[config.mk]
export PLATFORM = sky130hd
export DESIGN_NAME = vc_plane_scheduler
export DESIGN_NICKNAME = d
export VERILOG_FILES = /design/src/rtl/vc_plane_scheduler_pkg.sv /design/src/rtl/vc_plane_scheduler_rr_arbiter.sv /design/src/rtl/vc_plane_scheduler.sv
export SDC_FILE = /design/constraint.sdc
export NUM_CORES = 1
export LEC_CHECK = 0
export ABC_AREA = 1
export BUFFER_PORTS_ARGS = -buffer_cell sky130_fd_sc_hd__buf_2
export CORE_MARGIN = 5
export CORE_UTILIZATION = 45
export CTS_CLUSTER_DIAMETER = 50
export DETAILED_ROUTE_END_ITERATION = 8
export PLACE_DENSITY = 0.76
export REMOVE_ABC_BUFFERS = 1
export SETUP_SLACK_MARGIN = 0.02
export SLEW_MARGIN = 10
export SYNTH_ARGS = -nofsm -noshare
export SYNTH_HDL_FRONTEND = slang
export SYNTH_HIERARCHICAL = 1
export SYNTH_SLANG_ARGS = --single-unit
export TNS_END_PERCENT = 100
[constraint.sdc]
create_clock -name clk -period 3.1 [get_ports clk]
set_input_delay 0.62 -clock clk [delete_from_list [all_inputs] [get_ports clk]]
set_output_delay 0.62 -clock clk [all_outputs]
set_load 0.01 [all_outputs]
[src/rtl/vc_plane_scheduler_pkg.sv]
`default_nettype none
// ============================================================================
// Module      : vc_plane_scheduler_pkg
// Description : Flit-type codes and scheduler FSM state encodings shared by
//               the VC plane scheduler and the router control FSM.
// Revision    : 1.0 - initial release
// ============================================================================
package vc_plane_scheduler_pkg;

    // Flit type codes carried in the top two bits of every flit
    localparam logic [1:0] c_FLIT_HEADTAIL = 2'b00;
    localparam logic [1:0] c_FLIT_HEAD     = 2'b01;
    localparam logic [1:0] c_FLIT_BODY     = 2'b10;
    localparam logic [1:0] c_FLIT_TAIL     = 2'b11;

    // Read-side scheduler states: waiting for a request, or holding a plane
    typedef enum logic [0:0] {
        ST_IDLE   = 1'b0,
        ST_LOCKED = 1'b1
    } sched_state_t;

    // True for the flit that closes a packet (tail or single-flit packet)
    function automatic logic is_last_flit(input logic [1:0] flit_type);
        return (flit_type == c_FLIT_TAIL) || (flit_type == c_FLIT_HEADTAIL);
    endfunction

endpackage : vc_plane_scheduler_pkg
`default_nettype wire

[src/rtl/vc_plane_scheduler_rr_arbiter.sv]
`default_nettype none
// ============================================================================
// Module      : vc_plane_scheduler_rr_arbiter
// Description : Combinational round-robin arbiter. Searches the request
//               vector starting one above the previous winner, wrapping
//               modulo VC, and returns the winner as one-hot and as index.
// Revision    : 1.0 - initial release
// ============================================================================
module vc_plane_scheduler_rr_arbiter #(
    parameter int VC    = 4,
    parameter int IDX_W = 2
) (
    input  logic [VC-1:0]    i_req,
    input  logic [IDX_W-1:0] i_last_grant,
    output logic [VC-1:0]    o_grant,
    output logic [IDX_W-1:0] o_grant_idx,
    output logic             o_grant_valid
);

    // Plane index reached by stepping 'off' positions above 'base', modulo VC
    function automatic logic [IDX_W-1:0] wrap_idx(input logic [IDX_W-1:0] base,
                                                  input int               off);
        int sum;
        sum = int'(base) + off;
        if (sum >= VC) begin
            sum = sum - VC;
        end
        return IDX_W'(sum);
    endfunction

    // First requester after the last winner; the last winner itself is checked last
    always_comb begin
        o_grant       = '0;
        o_grant_idx   = '0;
        o_grant_valid = 1'b0;
        for (int off = 1; off <= VC; off++) begin
            if (!o_grant_valid && i_req[wrap_idx(i_last_grant, off)]) begin
                o_grant_valid                         = 1'b1;
                o_grant_idx                           = wrap_idx(i_last_grant, off);
                o_grant[wrap_idx(i_last_grant, off)]  = 1'b1;
            end
        end
    end

endmodule : vc_plane_scheduler_rr_arbiter
`default_nettype wire

[src/rtl/vc_plane_scheduler.sv]
`default_nettype none
// ============================================================================
// Module      : vc_plane_scheduler
// Description : Read-side scheduler for a virtual-channel buffer group.
//               Grants one non-empty plane round-robin, holds it from head
//               to tail flit, drives the plane select and FIFO pop, and
//               force-releases a plane that stays empty for STALL_MAX cycles.
// Revision    : 1.0 - initial release
// ============================================================================
module vc_plane_scheduler
    import vc_plane_scheduler_pkg::*;
#(
    parameter int VC         = 4,
    parameter int DATA_WIDTH = 32,
    parameter int STALL_MAX  = 16
) (
    input  logic                   clk,
    input  logic                   rst,
    input  logic [VC-1:0]          vc_empty,
    input  logic [1:0]             flit_type,
    input  logic                   out_ready,
    output logic [VC:0]            vc_plane_sel,
    output logic                   pop,
    output logic                   out_valid,
    output logic [$clog2(VC)-1:0]  cur_vc,
    output logic                   pkt_done,
    output logic                   stall_release
);

    localparam int IDX_W = $clog2(VC);
    localparam int CNT_W = $clog2(STALL_MAX) + 1;

    // Count value at which an empty locked plane is released
    localparam logic [CNT_W-1:0] c_STALL_LAST = CNT_W'(STALL_MAX - 1);
    // Select pattern meaning "no plane connected"
    localparam logic [VC:0]      c_SEL_NONE   = {1'b1, {VC{1'b0}}};
    // Reset value of the round-robin pointer so plane 0 wins first
    localparam logic [IDX_W-1:0] c_LAST_INIT  = IDX_W'(VC - 1);

    // Parameter sanity guards evaluated at elaboration
    if (VC < 2) begin : g_check_vc
        $error("vc_plane_scheduler: VC must be at least 2");
    end
    if (STALL_MAX < 1) begin : g_check_stall
        $error("vc_plane_scheduler: STALL_MAX must be at least 1");
    end
    if (DATA_WIDTH < 2) begin : g_check_width
        $error("vc_plane_scheduler: DATA_WIDTH must hold the 2-bit flit type");
    end

    // ------------------------------------------------------------------------
    // Registered state
    // ------------------------------------------------------------------------
    sched_state_t       r_state;
    logic [VC:0]        r_sel;
    logic [IDX_W-1:0]   r_cur_vc;
    logic [IDX_W-1:0]   r_last_grant;
    logic [CNT_W-1:0]   r_stall_cnt;
    logic               r_pkt_done;
    logic               r_stall_release;

    // ------------------------------------------------------------------------
    // Next-state and combinational outputs
    // ------------------------------------------------------------------------
    sched_state_t       w_state_nxt;
    logic [VC:0]        w_sel_nxt;
    logic [IDX_W-1:0]   w_cur_vc_nxt;
    logic [IDX_W-1:0]   w_last_grant_nxt;
    logic [CNT_W-1:0]   w_stall_cnt_nxt;
    logic               w_pkt_done_nxt;
    logic               w_stall_release_nxt;
    logic               w_out_valid;
    logic               w_pop;
    logic               w_cur_empty;

    // Arbiter interface
    logic [VC-1:0]      w_req;
    logic [VC-1:0]      w_arb_grant;
    logic [IDX_W-1:0]   w_arb_idx;
    logic               w_arb_valid;

    assign w_req       = ~vc_empty;
    assign w_cur_empty = vc_empty[r_cur_vc];

    vc_plane_scheduler_rr_arbiter #(
        .VC    (VC),
        .IDX_W (IDX_W)
    ) u_rr_arbiter (
        .i_req         (w_req),
        .i_last_grant  (r_last_grant),
        .o_grant       (w_arb_grant),
        .o_grant_idx   (w_arb_idx),
        .o_grant_valid (w_arb_valid)
    );

    // FSM next state, register updates and the combinational pop/valid outputs
    always_comb begin
        w_state_nxt         = r_state;
        w_sel_nxt           = r_sel;
        w_cur_vc_nxt        = r_cur_vc;
        w_last_grant_nxt    = r_last_grant;
        w_stall_cnt_nxt     = r_stall_cnt;
        w_pkt_done_nxt      = 1'b0;
        w_stall_release_nxt = 1'b0;
        w_out_valid         = 1'b0;
        w_pop               = 1'b0;

        case (r_state)
            ST_IDLE: begin
                // Grant is registered so the plane appears on the select next cycle
                if (w_arb_valid) begin
                    w_state_nxt     = ST_LOCKED;
                    w_cur_vc_nxt    = w_arb_idx;
                    w_sel_nxt       = {1'b0, w_arb_grant};
                    w_stall_cnt_nxt = '0;
                end
            end

            ST_LOCKED: begin
                w_out_valid = ~w_cur_empty;
                w_pop       = w_out_valid & out_ready;
                if (w_pop) begin
                    if (is_last_flit(flit_type)) begin
                        w_state_nxt      = ST_IDLE;
                        w_sel_nxt        = c_SEL_NONE;
                        w_cur_vc_nxt     = '0;
                        w_last_grant_nxt = r_cur_vc;
                        w_pkt_done_nxt   = 1'b1;
                    end else begin
                        w_stall_cnt_nxt  = '0;
                    end
                end else if (w_cur_empty) begin
                    // Only an empty locked plane ages the lock; back-pressure never does
                    if (r_stall_cnt == c_STALL_LAST) begin
                        w_state_nxt         = ST_IDLE;
                        w_sel_nxt           = c_SEL_NONE;
                        w_cur_vc_nxt        = '0;
                        w_last_grant_nxt    = r_cur_vc;
                        w_pkt_done_nxt      = 1'b1;
                        w_stall_release_nxt = 1'b1;
                    end else begin
                        w_stall_cnt_nxt     = r_stall_cnt + CNT_W'(1);
                    end
                end
            end

            default: begin
                w_state_nxt  = ST_IDLE;
                w_sel_nxt    = c_SEL_NONE;
                w_cur_vc_nxt = '0;
            end
        endcase
    end

    // State register; reset drops any lock at once and re-arms plane 0 as first winner
    always_ff @(posedge clk or posedge rst) begin
        if (rst) begin
            r_state         <= ST_IDLE;
            r_sel           <= c_SEL_NONE;
            r_cur_vc        <= '0;
            r_last_grant    <= c_LAST_INIT;
            r_stall_cnt     <= '0;
            r_pkt_done      <= 1'b0;
            r_stall_release <= 1'b0;
        end else begin
            r_state         <= w_state_nxt;
            r_sel           <= w_sel_nxt;
            r_cur_vc        <= w_cur_vc_nxt;
            r_last_grant    <= w_last_grant_nxt;
            r_stall_cnt     <= w_stall_cnt_nxt;
            r_pkt_done      <= w_pkt_done_nxt;
            r_stall_release <= w_stall_release_nxt;
        end
    end

    assign vc_plane_sel  = r_sel;
    assign cur_vc        = r_cur_vc;
    assign pkt_done      = r_pkt_done;
    assign stall_release = r_stall_release;
    assign out_valid     = w_out_valid;
    assign pop           = w_pop;

endmodule : vc_plane_scheduler
`default_nettype wire

**After elaboration in Yosys (flattened, before gate mapping)**

Cells that the tools add are included.

- Register bits after elaboration: 17
- Word-level logic and storage cells: 141
- Output and inout bits: 11
- Bits of input ports: 9

- Bitwise operators: 7
- Eq/ne operators: 9
- Reduce and logical (&&, ||, !) cells: 17
- Multiplexer cells: 75
- $lt $le $gt $ge: 17
- $add $sub $neg: 9

Operators by type and width:

| kind | number |
|---|---|
| two-way mux 5 bit | 10 |
| two-way mux 2 bit | 21 |
| < comparator 2 x 3 -> 1 bit (second input constant) | 9 |
| two-way mux 1 bit | 27 |
| one-hot mux 5 bit (2 select lines) | 2 |
| two-way mux 4 bit | 4 |
| OR 4 bit | 3 |
| AND reduction 4 bit | 3 |
| binary-select mux 1 bit (select 2 bit) | 5 |
| greater-or-equal comparator 3 bit (second input constant) | 3 |
| demux 1 bit (select 2 bit) | 4 |
| greater-or-equal comparator 2 x 1 -> 1 bit (second input constant) | 4 |
| subtractor 2 x 1 -> 2 bit (second input constant) | 4 |
| logical AND 1 bit | 7 |
| adder 2 x 2 -> 3 bit (second input constant) | 2 |
| inequality test 3 x 1 -> 1 bit (second input constant) | 2 |
| inequality test 3 bit (second input constant) | 2 |
| adder 5 x 1 -> 5 bit (second input constant) | 1 |
| == test 5 x 4 -> 1 bit (second input constant) | 1 |
| adder 2 x 3 -> 4 bit (second input constant) | 1 |
| greater-or-equal comparator 4 x 3 -> 1 bit (second input constant) | 1 |
| inequality test 2 x 1 -> 1 bit (second input constant) | 2 |
| inverter 4 bit | 1 |
| one-hot mux 2 bit (2 select lines) | 1 |
| other kinds (10) | 14 |

**Depth between registers and ports, before layout**

Gate-level depths: netlist of the first run.

- Word-level depth: 23
- Depth in mapped cells: 16
- Gate-level depth less buffers: 14

**By module**

The synthesis of the first run kept the hierarchy.

By module, submodules not included:

| module | sequential area each (sq um) | cells each | area each (sq um) | times used |
|---|---|---|---|---|
| vc_plane_scheduler | 429.2 | 121 | 991.0 | 1 |
| vc_plane_scheduler_rr_arbiter | 0.0 | 81 | 535.5 | 1 |

**Worst setup path before layout of the first run**

No wires, ideal clock.

- Kind: register to register
- From: register r_last_grant[0]
- To: register r_cur_vc[0] (netlist: cur_vc[0])
- Stages on the path, launching flop included: 17
- Arrival time: 2.322 ns
- Path slack: 0.660 ns
- Path through: dfstp_2 -> buf_6 -> inv_8 -> ha_1 -> inv_2 -> nand3_4 -> nand2_4 -> nor2_4 -> buf_6 -> nand4_1 -> inv_1 -> nor2_1 -> inv_1 -> nand2_2 -> nand3_4 -> nand2_1 -> nand2_1

- Longest elaborated chain between the ends: 17
- Elaborated cells on any way between the ends: 42
- Classes of those cells: add/sub: 8; order compare: 4; eq/ne: 1; mux: 22; reduce/logical: 7

Ends and longest elaborated chain:

| element | RTL line | source |
|---|---|---|
| from (decl) | vc_plane_scheduler.sv:57 | `logic [IDX_W-1:0] r_last_grant;` |
| from (signal assigned) | vc_plane_scheduler.sv:161 | `r_last_grant <= c_LAST_INIT;` |
| from (signal assigned) | vc_plane_scheduler.sv:169 | `r_last_grant <= w_last_grant_nxt;` |
| adder 2 x 1 -> 3 bit | vc_plane_scheduler_rr_arbiter.sv:24 | `sum = int'(base) + off;` |
| greater-or-equal comparator 3 bit / subtractor 2 x 1 -> 2 bit (equally long branches) | vc_plane_scheduler_rr_arbiter.sv:25, vc_plane_scheduler_rr_arbiter.sv:26 |  |
| two-way mux 2 bit | vc_plane_scheduler_rr_arbiter.sv:25 | `if (sum >= VC) begin` |
| binary-select mux 1 bit (select 2 bit) | vc_plane_scheduler_rr_arbiter.sv:37 | `if (!o_grant_valid && i_req[wrap_idx(i_last_grant, off)]) begin` |
| two-way mux 1 bit (not written as such) | vc_plane_scheduler_rr_arbiter.sv:37 |  |
| two-way mux 1 bit | vc_plane_scheduler_rr_arbiter.sv:37 |  |
| zero test 1 bit | vc_plane_scheduler_rr_arbiter.sv:37 |  |
| logical AND 1 bit | vc_plane_scheduler_rr_arbiter.sv:37 |  |
| [2 not listed] | - |  |
| logical AND 1 bit | vc_plane_scheduler_rr_arbiter.sv:37 |  |
| two-way mux 1 bit | vc_plane_scheduler_rr_arbiter.sv:37 |  |
| zero test 1 bit | vc_plane_scheduler_rr_arbiter.sv:37 |  |
| logical AND 1 bit | vc_plane_scheduler_rr_arbiter.sv:37 |  |
| two-way mux 1 bit * | vc_plane_scheduler_rr_arbiter.sv:37 |  |
| net w_arb_valid | vc_plane_scheduler.sv:80 | `logic w_arb_valid;` |
| inequality test 2 x 1 -> 1 bit (no source line) * | - |  |
| AND reduction 4 bit (no source line) * | - |  |
| to (signal assigned) | vc_plane_scheduler.sv:168 | `r_cur_vc <= w_cur_vc_nxt;` |
| to (decl) | vc_plane_scheduler.sv:56 | `logic [IDX_W-1:0] r_cur_vc;` |

The timed path passes the listed nets; every way through them passes the cells marked *. The select of a mux whose other input is x is not followed.
A chain may end at the register's enable or synchronous reset.

**Final worst setup path of the first run**

- From: register r_last_grant[1]
- To: register r_sel[2] (netlist: vc_plane_sel[2])

- Longest elaborated chain between the ends: 17
- Elaborated cells on any way between the ends: 69
- Classes of those cells: add/sub: 8; order compare: 12; eq/ne: 1; mux: 34; bitwise: 3; reduce/logical: 11

Ends and longest elaborated chain:

| element | RTL line | source |
|---|---|---|
| adder 2 x 1 -> 3 bit | vc_plane_scheduler_rr_arbiter.sv:24 |  |
| greater-or-equal comparator 3 bit / subtractor 2 x 1 -> 2 bit (equally long branches) | vc_plane_scheduler_rr_arbiter.sv:25, vc_plane_scheduler_rr_arbiter.sv:26 |  |
| two-way mux 2 bit | vc_plane_scheduler_rr_arbiter.sv:25 |  |
| binary-select mux 1 bit (select 2 bit) | vc_plane_scheduler_rr_arbiter.sv:37 |  |
| two-way mux 1 bit (not written as such) | vc_plane_scheduler_rr_arbiter.sv:37 |  |
| two-way mux 1 bit | vc_plane_scheduler_rr_arbiter.sv:37 |  |
| zero test 1 bit | vc_plane_scheduler_rr_arbiter.sv:37 |  |
| logical AND 1 bit | vc_plane_scheduler_rr_arbiter.sv:37 |  |
| [2 not listed] | - |  |
| logical AND 1 bit | vc_plane_scheduler_rr_arbiter.sv:37 |  |
| two-way mux 1 bit | vc_plane_scheduler_rr_arbiter.sv:37 |  |
| zero test 1 bit | vc_plane_scheduler_rr_arbiter.sv:37 |  |
| logical AND 1 bit | vc_plane_scheduler_rr_arbiter.sv:37 |  |
| two-way mux 1 bit * | vc_plane_scheduler_rr_arbiter.sv:37 |  |
| net w_arb_valid | vc_plane_scheduler.sv:80 |  |
| inequality test 2 x 1 -> 1 bit (no source line) * | - |  |
| AND reduction 4 bit (no source line) * | - |  |
| to (signal assigned) | vc_plane_scheduler.sv:159 | `r_sel <= c_SEL_NONE;` |
| to (signal assigned) | vc_plane_scheduler.sv:167 | `r_sel <= w_sel_nxt;` |
| to (decl) | vc_plane_scheduler.sv:55 | `logic [VC:0] r_sel;` |

Marks and branches as above.

==> results.toml, run 1 <==
[die]
die_height_um = 68.2
pin_count = 20
initial_core_util = 0.461
core-area_um2 = 3310
die_w_um = 68.2
rows = 21
dieArea_um2 = 4660

[synth]
synth_top_cell_by_area = "dfrtp_1"
synth_compound_area_frac = 0.0590
synthXorXnorAreaFrac = 0.0172
seq_area_frac_synth = 0.281
muxShareOfSynthArea = 0
synthesis.instances = 202
yosys.area_share.simple = 0.466
synth_fa_ha_area_frac = 0.0902
synth_cell_types = 26
synth.avg_cell_area_um2 = 7.56
ys_ff_latch = 17
synth_warnings = 6
synth_top_family_by_area = "simple AND/OR/NAND/NOR gates"
syn_area_um2 = 1530
synth_top_cell_area_share = 0.230
synth.area.top_cells = "dfrtp_1 (23%), nand2_1 (12%), nand3_1 (10%)"

[pwr]
leakage_nw = 0.905
irDropWorstVdd_mv = 0.366
pwr_density_cell_nw_per_um2 = 898
p_total_mw = 1.51

[drt]
viasPerCell = 5.09
wl_per_cell_um = 11.8
wirelength_um = 3150
drt_iter0_drc = 104
first_pass_iters = 4
ant_nets = 0
drc_errors = 0
vias = 1364

[critical_path]
r2r_cells = 14
cp_max_fo = 12
endpoint_kind = "flip-flop"
cp_data_required_time_ns = 3.34
worst_ep_arrival_time_ns = 2.99
cp-start-kind = "flip-flop"
critPathKind = "flip-flop to flip-flop"
reg2reg_slack_ns = 0.35
r2r_end = "vc_plane_sel[2]$_DFFE_PP0P_"
worst_r2r_startpoint = "r_last_grant[1]$_DFFE_PP1P_"

[global_routing]
grt_use_met3 = 0.0345
overflow = 0
grt_usage = 0.155
grt_pass1_wl_um = 5550
grt_busiest_layer = "met1"
grt_pass1_vias = 1241
antenna_found_initial = 0
grt_use_met1 = 0.236
groute.layer.met2.usage = 0.220
grt_max_degree = 18

[hold_path]
min_path_type = "input port to async pin"

[flow_run]
drv_cap = 0

[clock_tree]
htreeDepth = 1
clk_pin_slew_ns = 0.10
clockRootBuffer = "clkbuf_4"
clockBufferDepth = 2
post_cts_buffers = 0
cts_resized = 0
clock-sinks = 17
cts_tree = "yes"
clk_latency_ns = 0.30
cts-buffers-inserted = 3
holdBufCountCts = 0

[cells_and_area]
drive_above_1_share = 0.257
n_antenna_cell = 0
num-fill-cells = 352
area_delta_synth_final_pct = 10.1
layout.nets = 243

[sta]
setup_viol = 0
slew_headroom = 0.593
tns_ns = 0
rsz0062_at_grt = "false"
period_needed_ns = 2.75
maxSlewViolCount = 0
clock-skew-final_ns = 0.00581
finalCritPeriodShare = 0.888
hold_violations = 0
tightest_slew_ns = 0.609
fmax_mhz = 363

[placement]
portBuffers = 19
post-dp-hpwl_um = 2460
gp_congestion = 0.863

[run_status]
status = "finished clean"
## worst max-delay path, cell delays in order, from the launching register on
cell and delay (ns):
dfstp_2 0.63, inv_1 0.17, ha_1 0.40, inv_2 0.09, nand3_4 0.12, nand2_4 0.07
nor2_4 0.25, nand4_1 0.29, inv_1 0.18, nor2_1 0.07, inv_1 0.09, nand2_2 0.10
nand3_4 0.11, nand2_1 0.06, nand2_1 0.06
## cells in the mapped netlist (all sizes together)
library cell and instances:
dfstp 3, clkbuf 1, xnor2 2, nand4 8, xor2 1, nor2 14, buf 3, nand3b 1
nand3 40, and3 1, o21ai 3, inv 24, nand2 63, a21oi 9, dfrtp 14, a21boi 4
ha 11
## through the flow
| stage | hold slack, ns | util | setup WS, ns | std cells | cell area [µm²] |
|---|---|---|---|---|---|
| 4_1_cts | 0.397 | 0.508 | 0.379 | 268 | 1680 |
| 3_5_place_dp | 0.459 | 0.499 | 0.433 | 264 | 1650 |
| 2_1_floorplan | 0.449 | - | 0.681 | 198 | 1490 |
| 6_report | 0.375 | 0.508 | 0.347 | 268 | 1680 |
| 5_1_grt | 0.431 | 0.508 | 0.0614 | 268 | 1680 |
| 3_3_place_gp | 0.456 | 0.499 | 0.493 | 264 | 1650 |
## report_power, final
group	total [mW]	switching (mW)	internal, mW
logic	1.00	0.659	0.346
registers	0.385	0.0806	0.304
clock network	0.120	0.0718	0.0481
## worst max path at each step
stage / end / slack (ns) / startpoint / cells after the start
2_1_floorplan: r_stall_cnt[0]$_DFFE_PP0P_ / 0.68 / r_last_grant[0]$_DFFE_PP1P_ / 13
3_3_place_gp: r_stall_cnt[1]$_DFFE_PP0P_ / 0.49 / r_last_grant[1]$_DFFE_PP1P_ / 13
3_5_place_dp: r_stall_cnt[2]$_DFFE_PP0P_ / 0.43 / r_last_grant[1]$_DFFE_PP1P_ / 13
4_1_cts: vc_plane_sel[2]$_DFFE_PP0P_ / 0.38 / r_last_grant[1]$_DFFE_PP1P_ / 14
5_1_grt: vc_plane_sel[2]$_DFFE_PP0P_ / 0.06 / r_last_grant[1]$_DFFE_PP1P_ / 14
6_report: vc_plane_sel[2]$_DFFE_PP0P_ / 0.35 / r_last_grant[1]$_DFFE_PP1P_ / 14
## layout by cell type (no fill, tap or decap)
cell type / n
clkbuf_4: 3
nand2_1: 49
inv_1: 20
and3_1: 1
a21oi_1: 9
ha_1: 11
nand3_4: 5
clkinv_2: 1
buf_4: 1
o21ai_1: 3
xnor2_1: 2
dfstp_2: 3
dfrtp_1: 14
nor2_1: 11
xor2_1: 1
nor2_4: 2
nand2_4: 5
buf_2: 19
nand2_2: 9
nand3_1: 32
nand3b_2: 1
nor2_2: 1
nand3_2: 3
nand4_1: 8
a21boi_0: 4
inv_8: 1
inv_2: 3
## flip-flops by register name (all words and copies together) (netlist names)
register,cells
r_stall_cnt,5
pkt_done,1
r_last_grant,2
cur_vc,2
stall_release,1
r_state,1
vc_plane_sel,5
## layer usage
| layer | vias to the layer above | share of wire | wire length [µm] |
|---|---|---|---|
| met1 | 610 | 0.50 | 1580 |
| li1 | 701 | - | - |
| met2 | 49 | 0.42 | 1320 |
| met5 | - | 0 | 0 |
| met3 | 4 | 0.071 | 225 |
| met4 | 0 | 0.0092 | 29 |
## cells by family (layout without fill, tap and decap cells)
logic type                 count (synthesis)  after routing
adders and majority gates                 11             11
AOI/OAI and AO/OA                         16             16
DFF                                       17             17
and+or+nand+nor                          127            127
buffers and inverters                     28             48
xor gates and xnor gates                   3              3
## cell type report
cell class / instances / area [µm²] / share of cell area
multi-input combinational: 157 / 966 / 0.575
clock inverter: 1 / 5.00 / 0.00298
clock buffer: 3 / 22.5 / 0.0134
inverter: 24 / 97.6 / 0.0581
sequential: 17 / 429 / 0.255
timing repair buffer: 20 / 103 / 0.0611
tap: 46 / 57.6 / 0.0343
Power figures use the tool's default switching activity.
==> run 2, diff against run 1 <==
CORE_UTILIZATION = 40   (was 45)
PLACE_DENSITY = 0.7   (was 0.76)
==> run 2 against run 1 <==
Net effect: first-iteration DRC count shrank 61%; die area is 11% higher; highest routed layer unchanged; flip-flop and latch count unchanged; hold slack improved by 0.054 ns; critical endpoint unchanged; global-route usage fell by 2.3 points; register-to-register slack better by 0.02 ns; fmax grew 0.65%; utilization down 4.6 points.
==> results.toml, run 2 (synthesis gave the netlist of run 1 again) <==
[global_routing]
antenna_found_initial = 0
overflow = 0
grt_usage = 0.132
grt_pass1_vias = 1236
grt_max_degree = 18
grt_pass1_wl_um = 5520

[sta]
setup_viol = 0
hold_slack_ns = 0.429
rsz0062_at_grt = "false"
slew_headroom = 0.583
finalCritPeriodShare = 0.882
period_needed_ns = 2.74
clock-skew-final_ns = 0.00500
tns_ns = 0
fmax_mhz = 366
tightest_slew_ns = 0.624
maxSlewViolCount = 0
hold_violations = 0

[critical_path]
cp-start-kind = "flip-flop"
cp_max_fo = 12
cp_data_required_time_ns = 3.30
path_delay_family = "simple AND/OR/NAND/NOR gates"
endpoint_kind = "flip-flop"
critPathMostFrequentCell = "inv_1"
critPathKind = "flip-flop to flip-flop"
worst_ep_arrival_time_ns = 2.93
cpPeakStageDelay_ns = 0.63
cp_num_buf_inv = 4
worst-path-stages = 14
worstPathCellList = "inv_1, ha_1, inv_2, nand3_4, nand2_4, nor2_4, nand4_1, inv_1, nor2_1, inv_1, nand2_2, nand3_4, nand2_1, nand2_1"
crit_slowest_cell = "dfstp_2"
r2r_cells = 14

[placement]
dpl-instance-area_um2 = 1660
post-dp-hpwl_um = 2540
portBuffers = 19
gp_congestion = 0.835

[clock_tree]
clock-sinks = 17
clockBufferDepth = 2
htreeDepth = 1
clockRootBuffer = "clkbuf_8"
holdBufCountCts = 0
cts_resized = 0
cts-buffers-inserted = 3
post_cts_buffers = 0
clk_latency_ns = 0.26
cts_tree = "yes"
clk_pin_slew_ns = 0.06

[pwr]
irDropWorstVdd_mv = 0.382
pwr_density_cell_nw_per_um2 = 915
leakage_nw = 0.913

[cells_and_area]
final_common_cell = "nand2_1"
area_delta_synth_final_pct = 11.5
multi_input_area_um2 = 966
finish.instance_area_um2 = 1700
layout.nets = 243
n_antenna_cell = 0
layout_common_cells = "nand2_1 (49), nand3_1 (32), inv_1 (20), buf_2 (19), dfrtp_1 (14)"
drive_above_1_share = 0.257
num-fill-cells = 382
fin_util = 0.461
ff_latch_area_um2 = 429

[drt]
drc_errors = 0
wl_per_cell_um = 12.0
vias = 1356
first_pass_iters = 4
ant_nets = 0
wirelength_um = 3250
drt_iter0_drc = 41
viasPerCell = 5.02

[run_status]
status = "finished clean"

[die]
rows = 22
die_height_um = 71.8
die_w_um = 71.8
initial_core_util = 0.414
dieArea_um2 = 5150
pin_count = 20
core-area_um2 = 3690

[flow_run]
drv_cap = 0

[hold_path]
min_path_type = "input port to async pin"
-- run 2: cell types whose count changed in the layout (fill, tap and decap cells not counted) --
cell	before	now
clkbuf_8	0	3
clkbuf_4	3	0
-- run 2: layer usage --
metal  up-vias  GRT usage  share of wire  wire, µm
met5         -          0              0         0
met4         0     0.0522          0.016        53
met3         4     0.0210          0.055       178
met2        39      0.187           0.41      1350
met1       609      0.198           0.51      1670
li1        704          -              -         -
-- run 2: worst register-to-register path: cells and delay by family (launching register included) --
family                   cells  cell delay, ns
AND/OR/NAND/NOR              9            1.13
flip-flops                   1            0.63
adder cells (fa/ha/maj)      1            0.40
buffers and inverters        4            0.54
-- run 2: area by class of cell --
class | count | area share
clock buffer | 3 | 0.0243
clock inverter | 1 | 0.00294
inverter | 24 | 0.0574
multi-input combinational | 157 | 0.568
sequential | 17 | 0.252
tap | 48 | 0.0353
timing repair buffer | 20 | 0.0603
-- run 2: path summary, 6_finish.rpt --
| kind | from | endpoint | slack [ns] |
|---|---|---|---|
| min in group clk | vc_plane_sel[1]$_DFFE_PP0P_ | vc_plane_sel[1]$_DFFE_PP0P_ | 0.48 |
| worst max register to register | r_last_grant[1]$_DFFE_PP1P_ | vc_plane_sel[2]$_DFFE_PP0P_ | 0.36 |
| worst min register to register | vc_plane_sel[1]$_DFFE_PP0P_ | vc_plane_sel[1]$_DFFE_PP0P_ | 0.48 |
| max in group asynchronous | rst | cur_vc[1]$_DFFE_PP0P_ | 2.27 |
| worst max-delay path | r_last_grant[1]$_DFFE_PP1P_ | vc_plane_sel[2]$_DFFE_PP0P_ | 0.36 |
| worst min-delay path | rst | r_stall_cnt[0]$_DFFE_PP0P_ | 0.43 |
-- run 2: power by group --
part	total, mW	switching, mW	internal, mW
Sequential	0.388	0.0836	0.305
Clock	0.165	0.0759	0.0894
Combinational	1.00	0.657	0.346
-- run 2: stage by stage --
stage                     setup slack [ns]  total power, mW  std cells
final                                0.365             1.56        270
after global routing                 0.119             1.70        270
after CTS                            0.384             1.56        270
after detailed placement             0.409             1.39        266
after global placement               0.497             1.38        266
after floorplan                      0.681             1.15        198
